[src/rtl/spi_receiver_pkg.sv]
// ----------------------------------------------------------------------------
// spi_receiver_pkg
//   Shared constants for the SPI receiver:
//     - FSM state encodings, legacy-compatible 2-bit constants:
//       IDLE = 2'd0, SHIFT = 2'd1, WAIT_CS = 2'd2.
//     - Default frame width (16 bits).
//   Optional feature macro used by this slice: SPI_RX_SYNC_EN
//   (2-flop input synchronisers, see spi_sync_edge).
// ----------------------------------------------------------------------------
package spi_receiver_pkg;

   localparam int DEFAULT_DATA_W = 16;

   localparam logic [1:0] ST_IDLE    = 2'd0;
   localparam logic [1:0] ST_SHIFT   = 2'd1;
   localparam logic [1:0] ST_WAIT_CS = 2'd2;

endpackage : spi_receiver_pkg

[src/rtl/spi_sync_edge.sv]
// ----------------------------------------------------------------------------
// spi_sync_edge
//   Input conditioning for the SPI receiver: optional 2-flop synchronisers on
//   chip select, serial clock and data, plus the sclk_prev register and the
//   sclk rising-edge detector.
//
//   Macro SPI_RX_SYNC_EN:
//     defined   : each input passes through two flops. All three see the
//                 same delay, so data/clock/cs relative timing is preserved.
//     undefined : the *_s outputs are the raw inputs (master on same clk).
//
// Ports
//   clk        in   system clock
//   reset      in   synchronous active-low reset
//   cs_l_in    in   raw chip select (active low)
//   sclk_in    in   raw SPI clock
//   data_in    in   raw SPI data
//   cs_s       out  conditioned chip select (active low)
//   sclk_s     out  conditioned SPI clock
//   data_s     out  conditioned SPI data
//   sclk_rise  out  sclk_s & ~sclk_prev
// ----------------------------------------------------------------------------
module spi_sync_edge (
   input  logic clk,
   input  logic reset,
   input  logic cs_l_in,
   input  logic sclk_in,
   input  logic data_in,
   output logic cs_s,
   output logic sclk_s,
   output logic data_s,
   output logic sclk_rise
);

   logic sclk_prev_q;
   logic sclk_prev_d;

`ifdef SPI_RX_SYNC_EN
   logic [1:0] cs_sync_q,   cs_sync_d;
   logic [1:0] sclk_sync_q, sclk_sync_d;
   logic [1:0] data_sync_q, data_sync_d;

   always_comb begin
      cs_sync_d   = {cs_sync_q[0],   cs_l_in};
      sclk_sync_d = {sclk_sync_q[0], sclk_in};
      data_sync_d = {data_sync_q[0], data_in};
   end

   // Chip select resets to the deselected level so a reset never looks
   // like the start of a frame.
   always_ff @(posedge clk) begin
      if (!reset) begin
         cs_sync_q   <= 2'b11;
         sclk_sync_q <= 2'b00;
         data_sync_q <= 2'b00;
      end else begin
         cs_sync_q   <= cs_sync_d;
         sclk_sync_q <= sclk_sync_d;
         data_sync_q <= data_sync_d;
      end
   end

   assign cs_s   = cs_sync_q[1];
   assign sclk_s = sclk_sync_q[1];
   assign data_s = data_sync_q[1];
`else
   assign cs_s   = cs_l_in;
   assign sclk_s = sclk_in;
   assign data_s = data_in;
`endif

   always_comb begin
      sclk_prev_d = sclk_s;
   end

   always_ff @(posedge clk) begin
      if (!reset) begin
         sclk_prev_q <= 1'b0;
      end else begin
         sclk_prev_q <= sclk_prev_d;
      end
   end

   assign sclk_rise = sclk_s & ~sclk_prev_q;

endmodule : spi_sync_edge

[src/rtl/spi_receiver.sv]
// ----------------------------------------------------------------------------
// spi_receiver
//   SPI slave-side deserialiser. Shifts DATA_W bits MSB-first on each rising
//   edge of the (oversampled) SPI clock while chip select is low, and hands
//   completed words to a consumer over a valid/ready interface.
//
//   Handshake: rx_data is transferred on any posedge where rx_valid and
//   rx_ready are both 1. rx_valid stays high and rx_data stays stable until
//   that transfer. A word completing while a previous one is still pending
//   is dropped and flagged with a one-cycle rx_overrun pulse.
//
//   Optional macro SPI_RX_SYNC_EN adds 2-flop input synchronisers
//   (+2 clk latency), see spi_sync_edge.
//
// Ports
//   clk         in   system clock
//   reset       in   synchronous active-low reset
//   spi_cs_l    in   SPI chip select, active low
//   spi_sclk    in   SPI clock (>= 2 clk per half period)
//   spi_data    in   SPI serial data
//   rx_data     out  last completed word
//   rx_valid    out  rx_data holds an unconsumed word
//   rx_ready    in   consumer accepts rx_data
//   rx_overrun  out  1-cycle pulse: completed word dropped
//   frame_err   out  1-cycle pulse: cs released mid-word
//   bit_count   out  bits received in current frame (saturates at DATA_W)
//   fsm_state   out  debug view of the FSM state (ST_* encodings)
// ----------------------------------------------------------------------------
module spi_receiver
   import spi_receiver_pkg::*;
#(
   parameter int DATA_W = DEFAULT_DATA_W
) (
   input  logic                      clk,
   input  logic                      reset,
   input  logic                      spi_cs_l,
   input  logic                      spi_sclk,
   input  logic                      spi_data,
   output logic [DATA_W-1:0]         rx_data,
   output logic                      rx_valid,
   input  logic                      rx_ready,
   output logic                      rx_overrun,
   output logic                      frame_err,
   output logic [$clog2(DATA_W):0]   bit_count,
   output logic [1:0]                fsm_state
);

   localparam int CW = $clog2(DATA_W) + 1;
   localparam logic [CW-1:0] LAST_BIT = CW'(DATA_W - 1);
   localparam logic [CW-1:0] FULL_CNT = CW'(DATA_W);

   logic cs_s;
   logic sclk_s;
   logic data_s;
   logic sclk_rise;

   logic [1:0]        state_q,      state_d;
   logic [CW-1:0]     bit_count_q,  bit_count_d;
   logic [DATA_W-1:0] shreg_q,      shreg_d;
   logic [DATA_W-1:0] rx_data_q,    rx_data_d;
   logic              rx_valid_q,   rx_valid_d;
   logic              rx_overrun_q, rx_overrun_d;
   logic              frame_err_q,  frame_err_d;

   logic [DATA_W-1:0] shreg_next;

   spi_sync_edge u_sync_edge (
      .clk       (clk),
      .reset     (reset),
      .cs_l_in   (spi_cs_l),
      .sclk_in   (spi_sclk),
      .data_in   (spi_data),
      .cs_s      (cs_s),
      .sclk_s    (sclk_s),
      .data_s    (data_s),
      .sclk_rise (sclk_rise)
   );

   // sclk_s is only consumed through sclk_rise; kept as a named net for
   // debug visibility.
   logic sclk_s_unused;
   assign sclk_s_unused = sclk_s;

   assign shreg_next = {shreg_q[DATA_W-2:0], data_s};

   always_comb begin
      state_d      = state_q;
      bit_count_d  = bit_count_q;
      shreg_d      = shreg_q;
      rx_data_d    = rx_data_q;
      rx_valid_d   = rx_valid_q;
      rx_overrun_d = 1'b0;
      frame_err_d  = 1'b0;

      // Consumer handshake; a word completing this same cycle overrides
      // below and keeps rx_valid high with the new data.
      if (rx_valid_q && rx_ready) begin
         rx_valid_d = 1'b0;
      end

      case (state_q)
         ST_IDLE: begin
            if (!cs_s) begin
               state_d     = ST_SHIFT;
               bit_count_d = '0;
            end
         end

         ST_SHIFT: begin
            // Chip select release takes priority over a coincident edge.
            if (cs_s) begin
               frame_err_d = (bit_count_q != '0);
               bit_count_d = '0;
               state_d     = ST_IDLE;
            end else if (sclk_rise) begin
               shreg_d = shreg_next;
               if (bit_count_q == LAST_BIT) begin
                  bit_count_d = FULL_CNT;
                  state_d     = ST_WAIT_CS;
                  if (!rx_valid_q || rx_ready) begin
                     rx_data_d  = shreg_next;
                     rx_valid_d = 1'b1;
                  end else begin
                     rx_overrun_d = 1'b1;
                  end
               end else begin
                  bit_count_d = bit_count_q + CW'(1);
               end
            end
         end

         ST_WAIT_CS: begin
            if (cs_s) begin
               bit_count_d = '0;
               state_d     = ST_IDLE;
            end
         end

         default: begin
            bit_count_d = '0;
            state_d     = ST_IDLE;
         end
      endcase
   end

   always_ff @(posedge clk) begin
      if (!reset) begin
         state_q      <= ST_IDLE;
         bit_count_q  <= '0;
         shreg_q      <= '0;
         rx_data_q    <= '0;
         rx_valid_q   <= 1'b0;
         rx_overrun_q <= 1'b0;
         frame_err_q  <= 1'b0;
      end else begin
         state_q      <= state_d;
         bit_count_q  <= bit_count_d;
         shreg_q      <= shreg_d;
         rx_data_q    <= rx_data_d;
         rx_valid_q   <= rx_valid_d;
         rx_overrun_q <= rx_overrun_d;
         frame_err_q  <= frame_err_d;
      end
   end

   assign rx_data    = rx_data_q;
   assign rx_valid   = rx_valid_q;
   assign rx_overrun = rx_overrun_q;
   assign frame_err  = frame_err_q;
   assign bit_count  = bit_count_q;
   assign fsm_state  = state_q;

endmodule : spi_receiver

[config.mk]
export PLATFORM = sky130hd
export DESIGN_NAME = spi_receiver
export DESIGN_NICKNAME = d
export VERILOG_FILES = /design/src/rtl/spi_receiver_pkg.sv /design/src/rtl/spi_sync_edge.sv /design/src/rtl/spi_receiver.sv
export SDC_FILE = /design/constraint.sdc
export NUM_CORES = 1
export LEC_CHECK = 0
export ABC_AREA = 1
export CORE_AREA = 2 2 61 63
export DETAILED_ROUTE_END_ITERATION = 8
export DIE_AREA = 0 0 63 65
export PLACE_DENSITY = 0.81
export RECOVER_POWER = 25
export SLEW_MARGIN = 40
export SYNTH_ARGS = -nofsm -noshare
export SYNTH_HDL_FRONTEND = slang
export SYNTH_SLANG_ARGS = --single-unit
[constraint.sdc]
create_clock -name clk -period 2.4 [get_ports clk]
set_input_delay 0.48 -clock clk [delete_from_list [all_inputs] [get_ports clk]]
set_output_delay 0.48 -clock clk [all_outputs]
set_load 0.005 [all_outputs]
==> key figures, run 1 <==
Run status
  – Status: complete, no violations

Pwr
  – Power Dens Cells: 614 nW/um2
  – Logic gate share of total power: 9.2%
  – Sw Share: 23.3%
  – Net switching power: 0.305 mW
  – Pleak: 0.800 nW
  – Clock Power Share: 34.9%
  – Sequential share of power: 55.8%
  – Peak VDD IR: 0.344 mV
  – Int Pwr: 1.00 mW

Finish
  – FF+latch area: 841 um2
  – Number of antenna diodes: 0
  – Fillers: 327
  – Layout area overhead: 23.0%
  – # nets final: 259
  – Most frequent cells in the layout: dfxtp_1 (42), nand2_1 (39), nor2_1 (35)
  – Share of cells above drive strength 1: 8.43%
  – Most common cell after layout, fill and taps aside: dfxtp_1
  – Area occupied by multi-input gates: 764 um2

Route
  – Drt via density: 4.77
  – DRC: 0
  – Post-Route WL: 3.10 mm
  – Iter 0 DRT Violations: 40
  – Post-Route M1 WL: 1.54 mm
  – Vias: 1417
  – Met2 wire length: 1.36 mm
  – Top Metal Used: met4
  – Drt wl/cell: 10.4 um
  – ANT nets after route: 0
  – Routed length on met3: 144 um
  – Initial DRT Pass Iterations: 4

STA
  – Pins Over Slew Limit: 0
  – Setup violators final: 0
  – RSZ-0062 raised after global routing: no
  – Fmax achieved: 0.501 GHz
  – Sum Neg Setup Slack: 0 ns
  – Slew HR: 54.3%
  – Final setup margin: 0.406 ns
  – Worst slew pin tran: 0.685 ns
  – Period utilisation layout: 83.1%
  – Hold Violations, Final: 0
  – Min Tclk post-route: 1.99 ns
  – Clock skew: 0.0134 ns

GRT
  – Initial antenna violation count: 0
  – Wire length of the first global-routing pass: 5.55 mm
  – Number of global-route vias before repair: 1332
  – GR Util All Layers: 17.0%
  – Largest net degree at the start of global routing: 21
  – Global route total overflow: 0

Placed design
  – Input/output buffers: 31
  – DP Wirelength: 2.24 mm
  – DP Worst Slack: 0.393 ns
  – Routability cong.: 0.804

Clock network
  – H-tree depth: 2
  – CTS Buf Count: 5
  – Clock latency on the worst-skew pair: 0.35 ns
  – CTS Sinks: 42
  – TritonCTS clock tree: yes
  – Hold-fix buffers, CTS: 0
  – Maximum root-to-sink buffer count: 2
  – # Post-CTS Setup Buffers: 0
  – Post_cts resized: 0
  – Clock transition at path regs: 0.11 ns
  – Clk root buf: clkbuf_4

Min path
  – Hold Path Class: reg2reg

Floorplan
  – Top Ports: 32
  – Die Height: 65 um
  – Core area: 3500 um2
  – Starting density of the core: 49.5%
  – DIE AREA: 4100 um2
  – FP Rows: 22
  – Die Width: 63 um

Critical path
  – WP data required: 2.65 ns
  – Crit-path max FO: 17
  – WS Path Type: in2reg
  – WP data arrival: 2.25 ns
  – CP Launch Type: input port
  – Critical Path Sink Type: flip-flop

Job
  – Max Cap Viol: 0

Synthesis
  – Seq/Total Area, Yosys: 48.6%
  – Synthesized flop and latch total: 42
  – Distinct cells, synth: 26
  – Synth warnings: 0
  – Syn_nets: 228
  – Post-synthesis area per instance: 7.94 um2
  – Cells after Synth: 218
  – Post-synthesis instance area: 1730 um2
==> cell families after synthesis <==
kind of cell	synth area share [%]
simple gates	29.6
flops	48.6
compound gates	11.6
fa+ha+maj	2.89
buf+inv	7.30
==> critical path: stages <==
cell           delay (ns)
dlygate4sd3_1        0.67
nor3_4               0.08
nand2_2              0.20
clkinvlp_2           0.49
nor2_1               0.25
nor2_1               0.07
==> power groups by stage <==
stage | Combinational, mW | Sequential [mW] | Clock [mW]
finish | 0.121 | 0.730 | 0.457
detailed placement | 0.123 | 0.746 | 0
global route | 0.138 | 0.733 | 0.502
CTS | 0.124 | 0.730 | 0.468
floorplan | 0.0875 | 0.744 | 0
global placement | 0.121 | 0.746 | 0
==> registers in the layout (all words and copies together) (netlist names) <==
| signal | count |
|---|---|
| bit_count | 5 |
| rx_data | 16 |
| rx_valid | 1 |
| frame_err | 1 |
| rx_overrun | 1 |
| fsm_state | 2 |
| shreg_q | 15 |
| u_sync_edge.sclk_prev_q | 1 |
==> metal layers <==
layer	GRT usage, %	up-vias
met5	0	-
met4	7.22	0
met1	20.7	611
met3	4.51	7
met2	28.3	31
li1	-	768
==> Yosys cell counts (all sizes together) <==
cell type | count | area share [%]
inv | 16 | 3.5
clkinv | 2 | 0.51
a41oi | 1 | 0.51
dfxtp | 42 | 49
nor2 | 38 | 10
clkbuf | 3 | 0.65
buf | 5 | 2.7
a21oi | 20 | 5.8
ha | 4 | 2.9
o31ai | 1 | 0.43
nor3 | 2 | 1.2
nand3 | 21 | 6.8
nand2 | 44 | 11
nand4 | 2 | 0.72
o21ai | 17 | 4.9
==> cell type report <==
cell class	instances	share of cell area, %
clock buffer	6	2.41
tap	48	2.82
clock inverter	1	1.41
sequential	42	39.5
timing repair buffer	32	14.7
inverter	18	3.23
multi-input combinational	150	35.9
==> per-stage QoR <==
stage	area (um2)	utilization (%)	power [mW]	hold slack, ns	cells
2_1_floorplan	1730	-	0.831	0.455	218
3_3_place_gp	2050	58.7	0.867	0.448	290
3_5_place_dp	2050	58.7	0.869	0.453	290
4_1_cts	2130	61.0	1.32	0.471	297
5_1_grt	2130	60.9	1.37	0.490	297
6_report	2130	60.9	1.31	0.470	297
==> worst paths after layout <==
path,startpoint,to,slack [ns],cells past startpoint
min,rx_data[2],rx_data[2],0.47,2
max reg2reg,bit_count[1],rx_data[6],0.55,9
min reg2reg,rx_data[2],rx_data[2],0.47,2
max,spi_cs_l,shreg_q[0],0.41,6
No activity file was read; power rests on OpenSTA's default activity.
==> run 2: changes to the inputs <==
CORE_AREA = 2 2 62 64   (was 2 2 61 63)
DIE_AREA = 0 0 64 66   (was 0 0 63 65)
PLACE_DENSITY = 0.78   (was 0.81)
clock period = 2.03 ns   (was 2.4 ns; I/O delays follow)
==> run 2 against run 1 <==
Critical path depth unchanged; clock-buffer cell count is 1 lower; cell count up 1.7%; critical endpoint is now shreg_q[1]; non-clock buffer count increased by 4; first-iteration DRC count grew 23%; setup slack worse by 0.21 ns; via count rose by 2.9%; routed wire length rose by 1.5%.
==> key figures, run 2 (synthesized netlist as in run 1, its figures left out) <==
STA
  – Clock skew: 0.0114 ns (-0.00195 ns)
  – Fmax achieved: 0.546 GHz
  – Pins Over Slew Limit: 0 (unchanged)
  – Min Tclk post-route: 1.83 ns
  – Hold Violations, Final: 0 (unchanged)
  – Slew HR: 58.0% (+3.7 points)
  – RSZ-0062 raised after global routing: no
  – Sum Neg Setup Slack: 0 ns (unchanged)
  – Worst slew pin tran: 0.630 ns (-0.0554 ns)
  – Setup violators final: 0 (unchanged)
  – Period utilisation layout: 90.2%

Clock network
  – TritonCTS clock tree: yes
  – Hold-fix buffers, CTS: 0 (unchanged)
  – CTS Buf Count: 5 (unchanged)
  – Clock latency on the worst-skew pair: 0.36 ns (about the same)
  – CTS Sinks: 42 (unchanged)
  – H-tree depth: 2 (unchanged)
  – Clk root buf: clkbuf_4
  – Clock transition at path regs: 0.13 ns (+0.02 ns)
  – Maximum root-to-sink buffer count: 2 (unchanged)

Critical path
  – WP data required: 2.28 ns (-0.37 ns)
  – WP data arrival: 2.08 ns (-0.17 ns)
  – Critical Path Sink Type: flip-flop
  – CP Launch Type: input port
  – WS Path Type: in2reg
  – Crit-path max FO: 17 (unchanged)

Pwr
  – Logic gate share of total power: 8.7% (-0.5 points)
  – Net switching power: 0.385 mW (+26%)
  – Clock Power Share: 39.6% (+4.7 points)
  – Power Dens Cells: 762 nW/um2 (+24%)
  – Int Pwr: 1.29 mW (+28%)
  – Sw Share: 23.1% (-0.30 points)
  – Peak VDD IR: 0.454 mV (+32%)
  – Pleak: 0.830 nW (+3.9%)
  – Final Power: 1.67 mW (+28%)
  – Sequential share of power: 51.6% (-4.2 points)

Finish
  – Most common cell after layout, fill and taps aside: dfxtp_1
  – Share of cells above drive strength 1: 10.2% (+1.8 points)
  – Layout area overhead: 26.5%
  – Most frequent cells in the layout: dfxtp_1 (42), nand2_1 (39), nor2_1 (35)
  – Number of antenna diodes: 0 (unchanged)
  – # nets final: 263 (+1.5%)
  – Max reg flops: 16 (unchanged)
  – Fillers: 316 (-3.4%)

Floorplan
  – Die Width: 64 um (+1.6%)
  – FP Rows: 22 (unchanged)
  – Top Ports: 32 (unchanged)
  – Die Height: 66 um (+1.5%)
  – Core area: 3550 um2 (+1.6%)
  – DIE AREA: 4220 um2 (+3.2%)
  – Starting density of the core: 48.8% (-0.77 points)

Route
  – ANT nets after route: 0 (unchanged)
  – Initial DRT Pass Iterations: 4 (unchanged)
  – Drt wl/cell: 10.4 um (-0.16%)
  – DRC: 0 (unchanged)
  – Vias: 1458 (+2.9%)
  – Iter 0 DRT Violations: 49 (+23%)
  – Drt via density: 4.83 (+1.2%)
  – Post-Route WL: 3.15 mm (+1.5%)

GRT
  – Number of global-route vias before repair: 1280 (-3.9%)
  – Met3 usage: 4.94% (+0.43 points)
  – Wire length of the first global-routing pass: 5.63 mm (+1.4%)
  – Met1 Use GR: 20.6% (-0.12 points)
  – GRT busiest layer: met2
  – Largest net degree at the start of global routing: 21 (unchanged)
  – Initial antenna violation count: 0 (unchanged)
  – GR Util All Layers: 17.1% (+0.13 points)
  – M2 GR Usage: 28.1% (-0.20 points)
  – Global route total overflow: 0 (unchanged)

Placed design
  – Routability cong.: 0.762 (-5.3%)
  – DP Wirelength: 2.22 mm (-0.83%)
  – Input/output buffers: 31 (unchanged)

Min path
  – Hold Path Class: reg2reg

Run status
  – Status: complete, no violations

Job
  – Max Cap Viol: 0 (unchanged)
[run 2: cell count changes in the layout (fill, tap and decap cells not counted)]
cell and change:
clkbuf_8 -1, clkinv_4 +1, clkdlybuf4s50_1 +2, dlygate4sd3_1 -2
o21ai_1 +1, buf_4 +3, bufinv_16 +1, nor3_4 -1
o21ai_0 -1, buf_12 +1, nor3_2 +1
[run 2: power by group through the flow]
stage	logic (mW)	clock network (mW)	registers, mW
after floorplan	0.103	0	0.879
after global placement	0.148	0	0.882
after detailed placement	0.150	0	0.882
after CTS	0.151	0.680	0.863
after global routing	0.166	0.717	0.866
final	0.146	0.662	0.863
[run 2: final cells by class]
| class | count | area, um2 | area share, % |
|---|---|---|---|
| clock inverter | 3 | 68.8 | 3.14 |
| inverter | 18 | 68.8 | 3.14 |
| clock buffer | 5 | 37.5 | 1.71 |
| tap | 48 | 60.1 | 2.74 |
| sequential | 42 | 841 | 38.4 |
| multi-input combinational | 150 | 758 | 34.6 |
| timing repair buffer | 36 | 357 | 16.3 |
[run 2: stage by stage]
stage / utilization, % / cell area, um2 / worst slack (ns) / hold WS, ns / instances
floorplan: - / 1730 / 0.394 / 0.455 / 218
global placement: 58.2 / 2070 / 0.171 / 0.449 / 292
detailed placement: 58.2 / 2070 / 0.122 / 0.452 / 292
CTS: 61.2 / 2170 / 0.164 / 0.471 / 300
global route: 61.7 / 2190 / 0.0614 / 0.490 / 302
finish: 61.7 / 2190 / 0.199 / 0.468 / 302
[run 2: worst max-delay path, cell delays in order]
cell	delay, ns
clkdlybuf4s50_1	0.59
nor3_2	0.10
nand2_2	0.15
clkinvlp_2	0.49
nor2_1	0.28
nor2_1	0.07
[run 2: metal layers]
metal  up-vias  part of all wire [%]
li1        780                     -
met1       640                    45
met2        29                    48
met3         9                   4.9
met4         0                   2.3
met5         -                     0
[run 2: path summary, 6_finish.rpt]
check                    start           to  slack (ns)  depth (start not counted)
setup / recovery      spi_cs_l   shreg_q[1]        0.20                          6
hold / removal     rx_data[14]  rx_data[14]        0.47                          2
setup reg to reg  bit_count[1]   rx_data[8]        0.28                          9
hold reg to reg    rx_data[14]  rx_data[14]        0.47                          2
[run 2: what timing repair did]
item	4_1_cts	5_1_grt
endpoints found under the setup margin	0	14
setup buffers	0	2
gates resized for setup	0	0
